File: config.mk
export PLATFORM = sky130hd
export DESIGN_NAME = dma_wave_flat
export DESIGN_NICKNAME = d
export VERILOG_FILES = /design/src/rtl/dma_wave_if.sv /design/src/rtl/dma_wave.sv /design/src/flat_wrapper.sv
export SDC_FILE = /design/constraint.sdc
export NUM_CORES = 1
export LEC_CHECK = 0
export BUFFER_PORTS_ARGS = -buffer_cell sky130_fd_sc_hd__buf_2
export CORE_MARGIN = 3
export CORE_UTILIZATION = 55
export CTS_CLUSTER_SIZE = 28
export DETAILED_ROUTE_END_ITERATION = 6
export GPL_TIMING_DRIVEN = 1
export PLACE_DENSITY = 0.76
export REMOVE_ABC_BUFFERS = 1
export SETUP_SLACK_MARGIN = 0.15
export SLEW_MARGIN = 30
export SYNTH_ARGS = -nofsm -noshare
export SYNTH_HDL_FRONTEND = slang
export SYNTH_SLANG_ARGS = --single-unit
File: constraint.sdc
create_clock -name clk -period 3.8 [get_ports clk]
set_input_delay 0.19 -clock clk [delete_from_list [all_inputs] [get_ports clk]]
set_output_delay 0.19 -clock clk [all_outputs]
set_load 0.005 [all_outputs]
File: src/rtl/dma_wave_if.sv
// Memory-read request bus between dma_wave (master) and sequencer slot 3 (slave).
interface dma_wave_if;
    logic        dma_req;
    logic [21:0] dma_addr;
    logic        dma_rnw;
    logic        dma_ack;
    logic        dma_end;
    logic [7:0]  dma_rd;

    modport master (output dma_req, dma_addr, dma_rnw, input dma_ack, dma_end, dma_rd);
    modport slave  (input dma_req, dma_addr, dma_rnw, output dma_ack, dma_end, dma_rd);
endinterface

File: src/rtl/dma_wave.sv
// Sample-streaming DMA: reads bytes from memory into a 4-entry FIFO for the sound consumer.
// Define DMA_WAVE_INT_EN to pulse int_req after each 512-byte block is requested.
module dma_wave (
    input  logic       clk,
    input  logic       rst_n,
    input  logic       module_select,
    input  logic       write_strobe,
    input  logic [1:0] regsel,
    input  logic [7:0] din,
    output logic [7:0] dout,
    dma_wave_if.master dma,
    output logic [7:0] smp_data,
    output logic       smp_valid,
    input  logic       smp_rd,
    output logic       int_req
);
    logic [21:0] base_q, base_d, ptr_q, ptr_d;
    logic [2:0]  pend_q, pend_d, cnt_q, cnt_d, cnt_base;
    logic [1:0]  rd_q, rd_d, wr_q, wr_d, wr_idx;
    logic        busy_q, busy_d, unr_q, unr_d, int_q, int_d;
    logic [7:0]  fifo_q [4];
    logic [3:0]  inflight;
    logic        req, reg_wr, start, stop, ack_fire, end_fire, pop;

    // Reserving FIFO space for every accepted request keeps count + pending <= 4.
    assign inflight     = {1'b0, cnt_q} + {1'b0, pend_q};
    assign req          = busy_q && (inflight < 4'd4);
    assign dma.dma_req  = req;
    assign dma.dma_addr = ptr_q;
    assign dma.dma_rnw  = 1'b1;
    assign smp_valid    = (cnt_q != 3'd0);
    assign smp_data     = fifo_q[rd_q];
    assign int_req      = int_q;

    assign reg_wr   = module_select & write_strobe;
    assign start    = reg_wr && (regsel == 2'd3) && din[0];
    assign stop     = reg_wr && (regsel == 2'd3) && din[1] && !din[0];
    assign ack_fire = req & dma.dma_ack;
    assign end_fire = dma.dma_end && (pend_q != 3'd0);
    assign pop      = smp_rd && smp_valid;

`ifdef DMA_WAVE_INT_EN
    assign int_d = ack_fire && (ptr_q[8:0] == 9'h1FF);
`else
    assign int_d = 1'b0;
`endif

    always_comb begin
        case (regsel)
            2'd0:    dout = base_q[7:0];
            2'd1:    dout = base_q[15:8];
            2'd2:    dout = {2'b00, base_q[21:16]};
            default: dout = {busy_q, unr_q, 3'b000, cnt_q};
        endcase
    end

    always_comb begin
        base_d   = base_q;
        ptr_d    = ptr_q;
        busy_d   = busy_q;
        unr_d    = unr_q;
        rd_d     = rd_q;
        wr_idx   = wr_q;
        cnt_base = cnt_q;
        if (reg_wr) begin
            case (regsel)
                2'd0:    base_d[7:0]   = din;
                2'd1:    base_d[15:8]  = din;
                2'd2:    base_d[21:16] = din[5:0];
                default: ;
            endcase
        end
        if (ack_fire)
            ptr_d = ptr_q + 22'd1;
        // A start flushes first, so an end landing in the same cycle is the first entry.
        if (start) begin
            ptr_d    = base_q;
            busy_d   = 1'b1;
            unr_d    = 1'b0;
            rd_d     = '0;
            wr_idx   = '0;
            cnt_base = '0;
        end else begin
            if (stop)
                busy_d = 1'b0;
            if (pop) begin
                rd_d     = rd_q + 2'd1;
                cnt_base = cnt_q - 3'd1;
            end else if (smp_rd) begin
                unr_d = 1'b1;
            end
        end
        wr_d  = wr_idx;
        cnt_d = cnt_base;
        if (end_fire) begin
            wr_d  = wr_idx + 2'd1;
            cnt_d = cnt_base + 3'd1;
        end
        pend_d = pend_q;
        if (ack_fire && !end_fire)
            pend_d = pend_q + 3'd1;
        else if (!ack_fire && end_fire)
            pend_d = pend_q - 3'd1;
    end

    always_ff @(posedge clk or negedge rst_n) begin
        if (!rst_n) begin
            base_q <= '0;
            ptr_q  <= '0;
            pend_q <= '0;
            cnt_q  <= '0;
            rd_q   <= '0;
            wr_q   <= '0;
            busy_q <= 1'b0;
            unr_q  <= 1'b0;
            int_q  <= 1'b0;
        end else begin
            base_q <= base_d;
            ptr_q  <= ptr_d;
            pend_q <= pend_d;
            cnt_q  <= cnt_d;
            rd_q   <= rd_d;
            wr_q   <= wr_d;
            busy_q <= busy_d;
            unr_q  <= unr_d;
            int_q  <= int_d;
        end
    end

    always_ff @(posedge clk) begin
        if (end_fire)
            fifo_q[wr_idx] <= dma.dma_rd;
    end
endmodule

File: src/flat_wrapper.sv
// flat-port wrapper written by rule: the top's interface ports become plain ports
module dma_wave_flat 
  (clk, rst_n, module_select, write_strobe, regsel, din, dout, smp_data, smp_valid, smp_rd, int_req, dma_dma_req, dma_dma_addr, dma_dma_rnw, dma_dma_ack, dma_dma_end, dma_dma_rd);
  dma_wave_if dma_i ();
  input  logic clk;
  input  logic rst_n;
  input  logic module_select;
  input  logic write_strobe;
  input  logic [1:0] regsel;
  input  logic [7:0] din;
  output logic [7:0] dout;
  output logic [7:0] smp_data;
  output logic smp_valid;
  input  logic smp_rd;
  output logic int_req;
  output wire logic [$bits(dma_i.dma_req)-1:0] dma_dma_req;
  output wire logic [$bits(dma_i.dma_addr)-1:0] dma_dma_addr;
  output wire logic [$bits(dma_i.dma_rnw)-1:0] dma_dma_rnw;
  input wire logic [$bits(dma_i.dma_ack)-1:0] dma_dma_ack;
  input wire logic [$bits(dma_i.dma_end)-1:0] dma_dma_end;
  input wire logic [$bits(dma_i.dma_rd)-1:0] dma_dma_rd;
  assign dma_dma_req = dma_i.dma_req;
  assign dma_dma_addr = dma_i.dma_addr;
  assign dma_dma_rnw = dma_i.dma_rnw;
  assign dma_i.dma_ack = dma_dma_ack;
  assign dma_i.dma_end = dma_dma_end;
  assign dma_i.dma_rd = dma_dma_rd;
  dma_wave u_core (.clk(clk), .rst_n(rst_n), .module_select(module_select), .write_strobe(write_strobe), .regsel(regsel), .din(din), .dout(dout), .dma(dma_i), .smp_data(smp_data), .smp_valid(smp_valid), .smp_rd(smp_rd), .int_req(int_req));
endmodule
Word-level counts from Yosys, hierarchy flattened
Memories as Yosys holds them, arrays and structs flattened.
Index checks and enable logic that the tools add are counted.
- word-level logic and storage cells: 69
- RAM bits: 32
- input port bits: 25
- flip-flop bits (word level): 56
- memories: 1
- output and inout port bits: 42
- memories (name ; words ; width ; read ports ; clocked after Yosys merged registers in ; write ports ; line ; text):
    u_core.fifo_q ; 4 ; 8 ; 1 ; 0 ; 1 ; dma_wave.sv:21 ; logic [7:0] fifo_q [4];
- $lt $le $gt $ge: 1
- bitwise operators: 2
- add/sub/neg operators: 8
- equal/unequal tests: 4
- reductions and logical operators: 24
- muxes and demuxes: 19
- operator list (cell ; count):
    22-bit 2-to-1 mux ; 2
    8-bit one-hot mux with 3 select lines ; 1
    22-bit by 1-bit adder with 22-bit output, second input constant ; 1
    3-bit 2-to-1 mux ; 5
    2-bit nonzero test ; 5
    1-bit logical AND ; 9
    2-bit 2-to-1 mux ; 4
    2-bit AND reduction ; 4
    1-bit 2-to-1 mux ; 7
    3-bit by 1-bit adder with 3-bit output, second input constant ; 2
    3-bit nonzero test ; 2
    3-bit by 1-bit subtractor with 3-bit output, second input constant ; 2
    2-bit by 1-bit adder with 2-bit output, second input constant ; 2
    3-bit by 3-bit adder with 4-bit output ; 1
    2-bit equality test, second input constant ; 2
    4-bit by 3-bit < comparator with 1-bit output, second input constant ; 1
    1-bit logical NOT ; 3
    1-bit bitwise AND ; 2
    2-bit by 1-bit equality test with 1-bit output, second input constant ; 1
    2-bit logical NOT ; 1
    2-bit by 1-bit inequality test with 1-bit output, second input constant ; 1

Logic depth before layout (Yosys ltp)
- word-level depth: 8
- mapped depth: 10
- depth with buffers taken out: 10

Worst setup path after synthesis
No wires, ideal clock.
- path kind: reg-to-reg
- start point: reg u_core.cnt_q[2]
- end point: reg u_core.pend_q[2]
- period minus slack after synthesis: 2.539 ns
- data arrival time: 2.460 ns
- setup time: 0.079 ns
- data required time: 3.721 ns
- buffers on the path: 0
- path slack: 1.261 ns
- stages on the path, launching flop included: 11
- cell sequence: dfrtp_1 > ha_1 > nor4b_1 > nand3_1 > inv_1 > ha_1 > inv_1 > fa_1 > xor2_1 > nor2_1 > xor2_1
- word-level cells in the longest chain between the ends: 7
- elaborated cells on any way between the ends: 9
- those cells by class: add/sub (1); order compare (1); mux (1); bitwise (1); reduce/logical (5)
- ends and longest elaborated chain (element ; line ; text):
    start, declared ; dma_wave.sv:18 ; logic [2:0] pend_q, pend_d, cnt_q, cnt_d, cnt_base;
    start signal, assigned ; dma_wave.sv:121 ; cnt_q <= cnt_d;
    3-bit by 3-bit adder with 4-bit output * ; dma_wave.sv:26 ; assign inflight = {1'b0, cnt_q} + {1'b0, pend_q};
    4-bit by 3-bit < comparator with 1-bit output * ; dma_wave.sv:27 ; assign req = busy_q && (inflight < 4'd4);
    1-bit logical AND * ; dma_wave.sv:27 ;
    1-bit bitwise AND * ; dma_wave.sv:38 ; assign ack_fire = req & dma.dma_ack;
    1-bit logical NOT ; dma_wave.sv:102 ; else if (!ack_fire && end_fire)
    1-bit logical AND ; dma_wave.sv:102 ;
    2-bit nonzero test (no source line) ; - ;
    end signal, assigned ; dma_wave.sv:120 ; pend_q <= pend_d;
    end, declared ; dma_wave.sv:18 ;
Mark *: on every way between the ends. The rest lies on a longest branch, timed or not.
A chain may end at the register's enable or synchronous reset.

Final worst setup path
- start point: reg u_core.cnt_q[2]
- end point: reg u_core.ptr_q[17] (netlist: u_core.dma.dma_addr[17])
- word-level cells in the longest chain between the ends: 5
- ends and longest elaborated chain (element ; line ; text):
    3-bit by 3-bit adder with 4-bit output ; dma_wave.sv:26 ;
    4-bit by 3-bit < comparator with 1-bit output ; dma_wave.sv:27 ;
    1-bit logical AND ; dma_wave.sv:27 ;
    1-bit bitwise AND ; dma_wave.sv:38 ;
    2-bit nonzero test (no source line) ; - ;
    end signal, assigned ; dma_wave.sv:119 ; ptr_q <= ptr_d;
    end, declared ; dma_wave.sv:17 ; logic [21:0] base_q, base_d, ptr_q, ptr_d;
Every way passes these cells.

==> impl_summary.txt <==
----------------------------------------------------
[Logic synthesis]
  Number of enable-type register cells in the synthesized netlist ... 32
  Number of warning messages in the yosys log ... 0
  Average footprint of a synthesized cell ... 12.3 um^2
  Dominant cell type by area after synthesis ... sky130_fd_sc_hd__dfrtp_1
  Most instantiated flip-flop cell in the synthesis netlist ... sky130_fd_sc_hd__dfrtp_1
  Mapped cell area ... 4270 um^2
  Synth area leaders ... sky130_fd_sc_hd__dfrtp_1, sky130_fd_sc_hd__edfxtp_1, sky130_fd_sc_hd__mux2_2
  Mapped Cells ... 347
  Sequential-to-total area share from yosys stat ... 55.3%
  Post-synthesis cell type count ... 42
  Async S/R FF share, synth ... 63.6%
  Area fraction of the dominant cell type after synthesis ... 32.8%
  Flip-flop and latch count after synthesis ... 88

[Pwr]
  Internal power of the cells ... 2050 uW
  Worst vdd ir ... 0.312 mV
  Switching power share of the total ... 34.5%
  Leakage power summed over all cells ... 0.00198 uW
  Portion of total power attributed to combinational logic ... 30.1%
  Sequential group share of total power ... 48.9%
  Clk network pwr share ... 21.0%
  Power spent charging and discharging nets ... 1080 uW
  Ratio of total power to cell area ... 643 nW/um^2

[GRT]
  Largest net degree at the start of global routing ... 34
  Overflow left after global routing ... 0
  Antenna violations before repair ... 0
  Total routing resource utilization after global routing ... 22.8%
  First-pass GRT wire length ... 15300 um
  Vias in the first global route ... 3002

[Clock network]
  TritonCTS Buffers ... 9
  Number of H-tree branching levels ... 3
  Resized Gates After CTS ... 0
  Clock Tree Buf Depth ... 2
  Number of clock sinks ... 88
  Root Buffer Master ... sky130_fd_sc_hd__clkbuf_8
  Clk_lat worst skew ... 0.36 ns
  Reg clk slew, reported paths ... 0.09 ns
  Clock tree from TritonCTS ... built

[Worst setup path]
  Data arrival time of the critical path ... 3.27 ns
  Worst-path fanout max ... 22
  Kind of launch point of the worst setup path ... register
  Launching point of the worst reg2reg path ... u_core.cnt_q[2]
  Origin of the worst setup path ... u_core.cnt_q[2]
  Worst EP required ... 4.08 ns
  Slack of the worst reg-to-reg path ... 0.80 ns
  Worst setup path class ... reg2reg
  Worst setup EP type ... register

[Timing]
  Final number of max-transition violations ... 0
  Timing-limited maximum frequency ... 334 MHz
  Final critical delay including setup and external delays ... 3.00 ns
  Number of hold-slack violations in the final timing report ... 0
  Final setup skew ... 0.00977 ns
  Setup violation total in the final timing report ... 0
  Unrepaired setup endpoints after global routing ... no
  Worst slew margin relative to its limit ... 47.8%
  Worst Max-Slew Pin Slew ... 0.781 ns
  Final critical-path share of the clock period ... 78.8%
  Final setup TNS ... 0 ns

[Die]
  Number of placement rows ... 31
  Die outline height ... 94.1 um
  Die area ... 8860 um^2
  Ports placed on the boundary ... 67
  Horizontal extent of the die ... 94.1 um
  Standard cell core area ... 7410 um^2
  Starting density of the core ... 57.7%

[Status]
  Run status ... completed

[Detailed routing]
  Number of iterations in the first detailed-routing pass ... 5
  Total DRC errors in the routed layout ... 0
  Routed len/inst ... 18.8 um
  Antenna viol nets, final ... 0
  Number of vias in the routed layout ... 3156
  Routed vias/inst ... 6.15
  Iteration-0 DRC Markers ... 226
  Routed wire length ... 9620 um

[Place]
  Placed insts ... 496
  Routability Congestion ... 0.862
  Post-DP HPWL ... 6900 um
  Number of port buffers ... 64

[Layout]
  Share of final-layout standard cells stronger than drive strength 1 ... 29.0%
  Antenna cells ... 0
  Final cell count without fillers ... 513
  Area growth from synthesis to layout ... 14.1%
  Filler cells ... 564
  Post-layout utilization of the core ... 65.8%
  Post-layout nets ... 446

[Job]
  Max-capacitance violation count ... 0

[Hold path]
  Min-delay src ... dma_dma_rd[7]
  Min-delay worst type ... in2reg

----------------------------------------------------
==> flip-flops by register name, summed over array words and instances, names as in the netlist <==
signal               count
u_core.base_q           22
u_core.busy_q            1
u_core.cnt_q             3
u_core.dma.dma_addr     22
u_core.fifo_q           32
u_core.pend_q            3
u_core.rd_q              2
u_core.unr_q             1
u_core.wr_q              2
==> routing by layer <==
layer  global-route usage (%)  share of wire (%)
met1                     33.8                 45
met2                     34.0                 48
met3                     4.33                6.0
met4                     7.70                1.2
met5                        0                  0
==> power by group through the flow <==
stage	sequential (uW)	clock, uW	combinational (uW)
floorplan	1460	0	629
global placement	1530	0	906
detailed placement	1550	0	949
CTS	1530	662	956
global route	1570	702	1070
finish	1530	658	945
==> synth_stat cells (4+ instances only) <==
cell / n
sky130_fd_sc_hd__dfrtp_1: 56
sky130_fd_sc_hd__edfxtp_1: 32
sky130_fd_sc_hd__nand2_1: 29
sky130_fd_sc_hd__mux2_2: 26
sky130_fd_sc_hd__nor2_1: 22
sky130_fd_sc_hd__or4_1: 16
sky130_fd_sc_hd__a31oi_1: 15
sky130_fd_sc_hd__o21ai_0: 14
sky130_fd_sc_hd__ha_1: 11
sky130_fd_sc_hd__mux4_2: 11
sky130_fd_sc_hd__o31ai_1: 11
sky130_fd_sc_hd__clkbuf_1: 10
sky130_fd_sc_hd__inv_1: 10
sky130_fd_sc_hd__nand4_1: 10
sky130_fd_sc_hd__nand3_1: 8
sky130_fd_sc_hd__xor2_1: 7
sky130_fd_sc_hd__and2_1: 5
sky130_fd_sc_hd__or3_1: 5
sky130_fd_sc_hd__xnor2_1: 5
sky130_fd_sc_hd__mux2i_1: 4
==> worst paths after layout <==
path | endpoint | cells after the start
max | u_core.dma.dma_addr[17] | 5
min | u_core.fifo_q[0][7] | 1
max reg2reg | u_core.dma.dma_addr[17] | 5
min reg2reg | u_core.pend_q[2] | 1
max in group asynchronous | u_core.base_q[10] | 3
min in group asynchronous | u_core.base_q[12] | 2
==> metrics by stage <==
step	total power [uW]	hold WS (ns)	setup slack (ns)	area, um^2
4_1_cts	3150	0.0281	0.851	4870
2_1_floorplan	2090	-0.106	1.26	4200
3_3_place_gp	2440	0.266	1.01	4660
3_5_place_dp	2500	0.273	0.925	4670
6_report	3130	0.0431	0.805	4870
5_1_grt	3340	0.0350	0.437	4870
==> cell families (layout without fill, tap and decap cells) <==
kind of cell	after synthesis	in the layout	synth area share, %
and+or+nand+nor	114	114	14.4
DFF	88	88	55.3
AOI/OAI and AO/OA	52	52	7.88
muxes	41	41	13.6
buffers and inverters	26	93	2.49
adders and majority gates	12	12	3.69
xor gates and xnor gates	12	12	2.46
other	2	2	0.176
==> critical path, cell delays in order, from the launching register on <==
cell and delay (ns):
sky130_fd_sc_hd__dfrtp_1 0.43, sky130_fd_sc_hd__ha_1 0.33, sky130_fd_sc_hd__nor4b_1 0.52, sky130_fd_sc_hd__nand4_1 0.72
sky130_fd_sc_hd__or4_1 0.74, sky130_fd_sc_hd__a31oi_1 0.17
==> area by class of cell <==
| class | count | area (um^2) | share of cell area, % |
|---|---|---|---|
| sequential | 88 | 2360 | 48.5 |
| multi-input combinational | 233 | 1810 | 37.1 |
| timing repair buffer | 67 | 345 | 7.08 |
| clock buffer | 11 | 131 | 2.70 |
| tap | 99 | 124 | 2.54 |
| clock inverter | 5 | 66.3 | 1.36 |
| inverter | 10 | 37.5 | 0.770 |
==> cell usage in the layout, fill, tap and decap left out, drive strengths merged, types with 7 or more instances in the layout <==
| master | synthesis | layout |
|---|---|---|
| nand2 | 29 | 29 |
| inv | 10 | 11 |
| mux4 | 11 | 11 |
| o21ai | 14 | 14 |
| dfrtp | 56 | 56 |
| or4 | 16 | 16 |
| xor2 | 7 | 7 |
| edfxtp | 32 | 32 |
| clkbuf | 10 | 11 |
| buf | 6 | 66 |
| nand4 | 10 | 10 |
| o31ai | 11 | 11 |
| mux2 | 26 | 26 |
| nor2 | 22 | 22 |
| nand3 | 8 | 8 |
| ha | 11 | 11 |
| a31oi | 15 | 15 |
==> what timing repair did <==
item | CTS | global route
setup endpoints to repair | 0 | 0
endpoints found under the hold margin | 29 | 0
hold buffers | 1 | 0
setup buffers | 0 | 0
Power figures use the tool's default switching activity.
